===== src/rtl/operand_fetch.sv =====
`default_nettype none
// ============================================================================
//  Module   : operand_fetch
//  Brief    : Operand-fetch / writeback stage around the 8-bit ALU. Reads a
//             small register file (r0 hard-wired to zero), registers the
//             operands and opcode for the ALU, and writes the ALU result
//             and zero flag back one cycle later.
//             Compile-time option FORWARD_EN: when defined, a source that
//             matches the instruction in execute takes alu_result directly.
//             When undefined, such an instruction is held off for one cycle.
//  Revision : 1.0 - initial release
// ============================================================================
module operand_fetch #(
  parameter int NREG = 8,
  parameter int AW   = 3,
  parameter int DW   = 8
) (
  input  logic          clk,
  input  logic          rst_n,
  input  logic          in_valid,
  output logic          in_ready,
  input  logic [1:0]    in_op,
  input  logic [AW-1:0] in_rd,
  input  logic [AW-1:0] in_rs1,
  input  logic [AW-1:0] in_rs2,
  output logic [DW-1:0] alu_a,
  output logic [DW-1:0] alu_b,
  output logic [1:0]    alu_sel,
  input  logic [DW-1:0] alu_result,
  input  logic          alu_zero,
  output logic          ex_valid,
  output logic          zero_flag,
  input  logic [AW-1:0] dbg_addr,
  output logic [DW-1:0] dbg_data
);

  // Opcode whose second operand is ignored by the ALU.
  localparam logic [1:0]    c_OP_NOTA = 2'b10;
  localparam logic [AW-1:0] c_R0      = '0;

  // Architectural state.
  logic [DW-1:0] rf_q [NREG];

  // Execute-slot state.
  logic          ex_valid_q,  ex_valid_d;
  logic [AW-1:0] ex_rd_q,     ex_rd_d;
  logic [DW-1:0] alu_a_q,     alu_a_d;
  logic [DW-1:0] alu_b_q,     alu_b_d;
  logic [1:0]    alu_sel_q,   alu_sel_d;
  logic          zero_flag_q, zero_flag_d;

  // Source/execute matching and operand selection.
  logic          w_ex_writes;
  logic          w_hit_rs1;
  logic          w_hit_rs2;
  logic [DW-1:0] w_rf_rs1;
  logic [DW-1:0] w_rf_rs2;
  logic [DW-1:0] w_opa;
  logic [DW-1:0] w_opb;
  logic          w_accept;

  // The instruction in execute will write a real register at the next edge.
  assign w_ex_writes = ex_valid_q && (ex_rd_q != c_R0);

  // A source matches when it names that register; rs2 is irrelevant for not-a.
  assign w_hit_rs1 = w_ex_writes && (in_rs1 == ex_rd_q);
  assign w_hit_rs2 = w_ex_writes && (in_rs2 == ex_rd_q) && (in_op != c_OP_NOTA);

  // Plain register-file reads; r0 always reads zero.
  assign w_rf_rs1 = (in_rs1 == c_R0) ? '0 : rf_q[in_rs1];
  assign w_rf_rs2 = (in_rs2 == c_R0) ? '0 : rf_q[in_rs2];

`ifdef FORWARD_EN
  // A matching source picks up the result being written this very edge.
  assign w_opa    = w_hit_rs1 ? alu_result : w_rf_rs1;
  assign w_opb    = w_hit_rs2 ? alu_result : w_rf_rs2;
  assign in_ready = 1'b1;
`else
  logic w_hazard;

  // Without forwarding a matching reader waits one cycle for the writeback,
  // after which the slot is empty and the updated register is read directly.
  assign w_hazard = w_hit_rs1 || w_hit_rs2;
  assign w_opa    = w_rf_rs1;
  assign w_opb    = w_rf_rs2;
  assign in_ready = ~(in_valid & w_hazard);
`endif

  assign w_accept = in_valid & in_ready;

  // Next-state for the execute slot and the retired zero flag.
  always_comb begin
    ex_valid_d  = w_accept;
    ex_rd_d     = ex_rd_q;
    alu_a_d     = alu_a_q;
    alu_b_d     = alu_b_q;
    alu_sel_d   = alu_sel_q;
    zero_flag_d = zero_flag_q;
    if (w_accept) begin
      ex_rd_d   = in_rd;
      alu_a_d   = w_opa;
      alu_b_d   = w_opb;
      alu_sel_d = in_op;
    end
    if (ex_valid_q) begin
      zero_flag_d = alu_zero;
    end
  end

  // Execute-slot registers; reset discards any in-flight instruction.
  always_ff @(posedge clk or negedge rst_n) begin
    if (!rst_n) begin
      ex_valid_q  <= 1'b0;
      ex_rd_q     <= '0;
      alu_a_q     <= '0;
      alu_b_q     <= '0;
      alu_sel_q   <= 2'b00;
      zero_flag_q <= 1'b0;
    end else begin
      ex_valid_q  <= ex_valid_d;
      ex_rd_q     <= ex_rd_d;
      alu_a_q     <= alu_a_d;
      alu_b_q     <= alu_b_d;
      alu_sel_q   <= alu_sel_d;
      zero_flag_q <= zero_flag_d;
    end
  end

  // Register file writeback; entry 0 is never written so it stays zero.
  always_ff @(posedge clk or negedge rst_n) begin
    if (!rst_n) begin
      for (int i = 0; i < NREG; i++) begin
        rf_q[i] <= '0;
      end
    end else if (w_ex_writes) begin
      rf_q[ex_rd_q] <= alu_result;
    end
  end

  assign alu_a     = alu_a_q;
  assign alu_b     = alu_b_q;
  assign alu_sel   = alu_sel_q;
  assign ex_valid  = ex_valid_q;
  assign zero_flag = zero_flag_q;
  assign dbg_data  = (dbg_addr == c_R0) ? '0 : rf_q[dbg_addr];

endmodule
`default_nettype wire


===== config.mk =====
export PLATFORM = sky130hd
export DESIGN_NAME = operand_fetch
export DESIGN_NICKNAME = d
export VERILOG_FILES = /design/src/rtl/operand_fetch.sv
export SDC_FILE = /design/constraint.sdc
export NUM_CORES = 1
export LEC_CHECK = 0
export CORE_ASPECT_RATIO = 0.9
export CORE_MARGIN = 2
export CORE_UTILIZATION = 30
export DETAILED_ROUTE_END_ITERATION = 16
export PLACE_DENSITY = 0.5
export REMOVE_ABC_BUFFERS = 1
export SLEW_MARGIN = 5
export SYNTH_ARGS = -nofsm -noshare
export SYNTH_HDL_FRONTEND = slang
export SYNTH_SLANG_ARGS = --single-unit

===== constraint.sdc =====
create_clock -name clk -period 1.7 [get_ports clk]
set_input_delay 0.34 -clock clk [delete_from_list [all_inputs] [get_ports clk]]
set_output_delay 0.34 -clock clk [all_outputs]
set_load 0.02 [all_outputs]

After elaboration in Yosys (flattened, before gate mapping) --
Index checks and enable logic that the tools add are counted.
Cells by class: reductions and logical operators 10, bitwise logic cells 7, multiplexer cells 15, magnitude comparators 5, equal/unequal tests 3
Operators with widths (count):
- $mux W8 | 10
- $bmux W8 S3 | 3
- $bwmux W64 | 1
- $demux W8 S3 | 1
- $ge A4 B4 Y1 const B | 4
- $not A3 Y4 | 4
- $logic_not A3 Y1 | 3
- $eq A3 B3 Y1 | 2
- $logic_and A1 B1 Y1 | 5
- $lt A4 B1 Y1 const B | 1
- $reduce_bool A3 Y1 | 1
- $and A1 B1 Y1 | 2
- $ne A2 B2 Y1 const B | 1
- $logic_or A1 B1 Y1 | 1
- $not A1 Y1 | 1
Storage, ports and cells: flip-flop bits (word level) 87, output and inout port bits 29, logic and storage cells 54

Logic depth before layout (Yosys ltp) --
depth after elaboration 8, depth in mapped cells 8

Worst setup path before layout --
No wires, ideal clock.
path type input-to-output, start point input dbg_addr[1], end point output dbg_data[0], data required time 1360 ps, slack -301 ps, stages 6, data arrival time 1661 ps, cells stage by stage clkbuf_1 -> buf_2 -> mux2i_1 -> nand2_1 -> o21ai_0 -> a221oi_1
Between the ends: word-level cells in the longest chain between the ends 5, elaborated cells between the ends (all ways) 6
RTL lines:
- start: declaration | line 33 | input logic [AW-1:0] dbg_addr,
- $not A3 Y4 (implied by the code) | line 145 | assign dbg_data = (dbg_addr == c_R0) ? '0 : rf_q[dbg_addr];
- $bmux W8 S3 | line 145
- $mux W8 (implied by the code) (2 in a row) | line 145
- $mux W8 (*) | line 145
- end: declaration | line 34 | output logic [DW-1:0] dbg_data
Every way passes the cells marked *; elsewhere a longest branch is shown, timed or not. The select of a mux whose other input is x is not followed.

Worst setup path after layout --
start point register ex_rd_q[1], end point output in_ready
Between the ends: word-level cells in the longest chain between the ends 7, elaborated cells between the ends (all ways) 10
RTL lines:
- start: declaration | line 46 | logic [AW-1:0] ex_rd_q, ex_rd_d;
- start signal: assignment | line 121 | ex_rd_q <= ex_rd_d;
- $reduce_bool A3 Y1 | line 63 | assign w_ex_writes = ex_valid_q && (ex_rd_q != c_R0);
- $logic_and A1 B1 Y1 | line 63
- $logic_and A1 B1 Y1 (2 in a row) | line 67 | assign w_hit_rs2 = w_ex_writes && (in_rs2 == ex_rd_q) && (in_op != c_OP_NOTA);
- $logic_or A1 B1 Y1 (*) | line 83 | assign w_hazard = w_hit_rs1 || w_hit_rs2;
- $and A1 B1 Y1 (*) | line 86 | assign in_ready = ~(in_valid & w_hazard);
- $not A1 Y1 (*) | line 86
- end: declaration | line 21 | output logic in_ready,
Every way passes the cells marked *; elsewhere a longest branch is shown, timed or not.

==> flow_summary.toml <==
[outcome]
status = "complete, but fails checks"
violations = "negative setup slack"

[global_route]
grt_pass1_vias = 3930
track_usage_pct = 18.3
antenna_found_initial = 0
grt_max_degree = 88
grt_pass1_wl_um = 23700
overflow = 0

[min_path]
holdCritPathClass = "input port to async pin"

[clock_network]
cts_sinks = 87
cts_tree = "yes"
clockRootBuffer = "clkbuf_16"
hold_buffers = 0
numCtsBuffers = 9
cts_buffer_depth = 2
clkTransAtPathRegs_ns = 0.06
worstSkewPairLatency_ns = 0.35
cts-htree-levels = 3

[place]
dpl-instance-area_um2 = 6420
dp.final_hpwl_um = 10100
portBuffers = 54
gp_congestion = 0.804

[layout]
layout_common_cells = "buf_4 (97), dfrtp_1 (87), mux2_2 (72), clkdlybuf4s50_1 (35), mux2i_1 (34)"
final_common_cell = "buf_4"
drive_above_1_share_pct = 49.4
nets = 547
fin_util_pct = 43.3
diodes = 0
syn2layout_area_growth_pct = 42.6
final_cell_area_um2 = 6920

[sta]
fmax_mhz = 504
rsz0062_at_grt = "yes"
slew_headroom_pct = 65.5
setup_tns_ns = -6.80
min_period_ns = 1.98
finClkSkew_ns = 0.00609
setup_viol = 30
tightest_slew_ns = 0.518
worst_slack_ns = -0.283
hold_viol_final = 0
drv_slew = 0
min_period_over_period_pct = 117

[yosys]
synth_edf_count = 0
avgSynthCellArea_um2 = 12.8
synth_top_area_share_pct = 44.9
synth-async-reset-ratio_pct = 100
yosysTopAreaCell = "dfrtp_1"
synthCells = 379
yosysWarningCount = 0
synth_flop_cell = "dfrtp_1"
ys_seq_area_share_pct = 44.9
synth_cell_types = 33
ys_seq_elements = 87
syn_area_um2 = 4850
synthTopCellsByArea = "dfrtp_1 (45%), mux2_2 (17%), mux2i_1 (7.0%)"

[worst_setup_path]
cp.required_ns = 1.36
worstPathCellList = "xor2_1 > nor4_2 > a41oi_2 > nor2_1 > nand2_1 > buf_6"
cp_slowest_cell = "dfrtp_1"
startpoint_type = "flip-flop"
worstSetupEndpointType = "primary output"
crit_buf_inv = 1
max_stage_delay_ns = 0.40
cp_top_family = "simple AND/OR/NAND/NOR gates"
cp.arrival_ns = 1.64
critPathKind = "flip-flop to primary output"
cp_max_fo = 2

[route]
drt_wl_total_um = 15400
first_iter_violations = 172
drt_drc_violations_left = 0
antenna_left = 0
viasPerCell = 5.08
wl_per_cell_um = 21.1
dr.pass1.iters = 4
vias = 3721

[die]
core_um2 = 16000
die_w_um = 138
dieArea_um2 = 17200
io-pin-count = 55
rows = 44
initial_core_util_pct = 30.4
die_h_um = 125

[run]
drv_cap = 0

[pwr]
irDropWorstVdd_v = 0.000648
power_density_nw_per_um2 = 1540
p_leak_nw = 3.07
==> state kept, by name, summed over array words and instances (netlist names) <==
name       cells
rf_q          64
zero_flag      1
ex_rd_q        3
ex_valid       1
alu_a          8
alu_sel        2
alu_b          8
==> worst paths after layout <==
check	from	end	slack (ns)	depth (start not counted)
setup reg to reg	ex_rd_q[1]	alu_b[7]	-0.28	8
max in group asynchronous	rst_n	alu_a[2]	1.28	2
hold / removal	rst_n	alu_b[4]	0.02	2
min in group clk	rf_q[61]	rf_q[61]	0.38	0
setup / recovery	ex_rd_q[1]	in_ready	-0.28	6
hold reg to reg	rf_q[61]	rf_q[61]	0.38	0
==> power by group <==
part | leakage [nW] | switching [mW] | internal, mW
Clock | 0.151 | 0.833 | 1.29
Sequential | 1.05 | 0.540 | 2.95
Combinational | 1.87 | 2.02 | 3.01
Total | 3.07 | 3.39 | 7.25
==> cell families after synthesis <==
kind of cell	after synthesis	share of synthesized area [%]
compound gates	63	9.83
xor+xnor	6	1.08
flops	87	44.9
simple gates	48	5.70
mux	136	34.5
buf+inv	39	4.00
==> cell type report <==
cell class	instances	area [um2]
clock inverter	4	70.1
sequential	87	2180
multi-input combinational	253	2570
fill	1528	9050
tap	207	259
inverter	4	17.5
clock buffer	12	236
timing repair buffer	166	1590
==> metal layers <==
| metal | part of all wire (%) | global-route usage (%) |
|---|---|---|
| met1 | 47 | 25.4 |
| met2 | 47 | 29.2 |
| met3 | 4.6 | 4.00 |
| met4 | 1.2 | 4.56 |
| met5 | 0 | 0 |
==> what timing repair did <==
| item | in CTS | in global routing |
|---|---|---|
| pin swaps | 11 | 1 |
| buffers inserted | 1 | 4 |
| cloned | 3 | 0 |
| resized for setup | 83 | 12 |
| endpoints found under the setup margin | 33 | 48 |
==> through the flow <==
step / total power, mW / cells / setup slack, ns / hold slack [ns]
2_1_floorplan: 5.91 / 344 / -0.285 / 0.0444
5_1_grt: 11.3 / 733 / -0.412 / 0.0579
6_report: 10.6 / 733 / -0.283 / 0.0187
3_3_place_gp: 8.29 / 710 / -1.07 / 0.364
4_1_cts: 10.6 / 729 / -0.311 / 0.0567
3_5_place_dp: 8.36 / 710 / -1.10 / 0.365
==> cell usage after synthesis, drive strengths merged, types with 9 or more instances <==
| cell type | number |
|---|---|
| dfrtp | 87 |
| mux4 | 11 |
| nor2b | 13 |
| nor2 | 9 |
| a221oi | 34 |
| nand2 | 14 |
| buf | 20 |
| clkbuf | 15 |
| o21ai | 20 |
| mux2i | 34 |
| mux2 | 91 |
No activity file was read; power rests on OpenSTA's default activity.
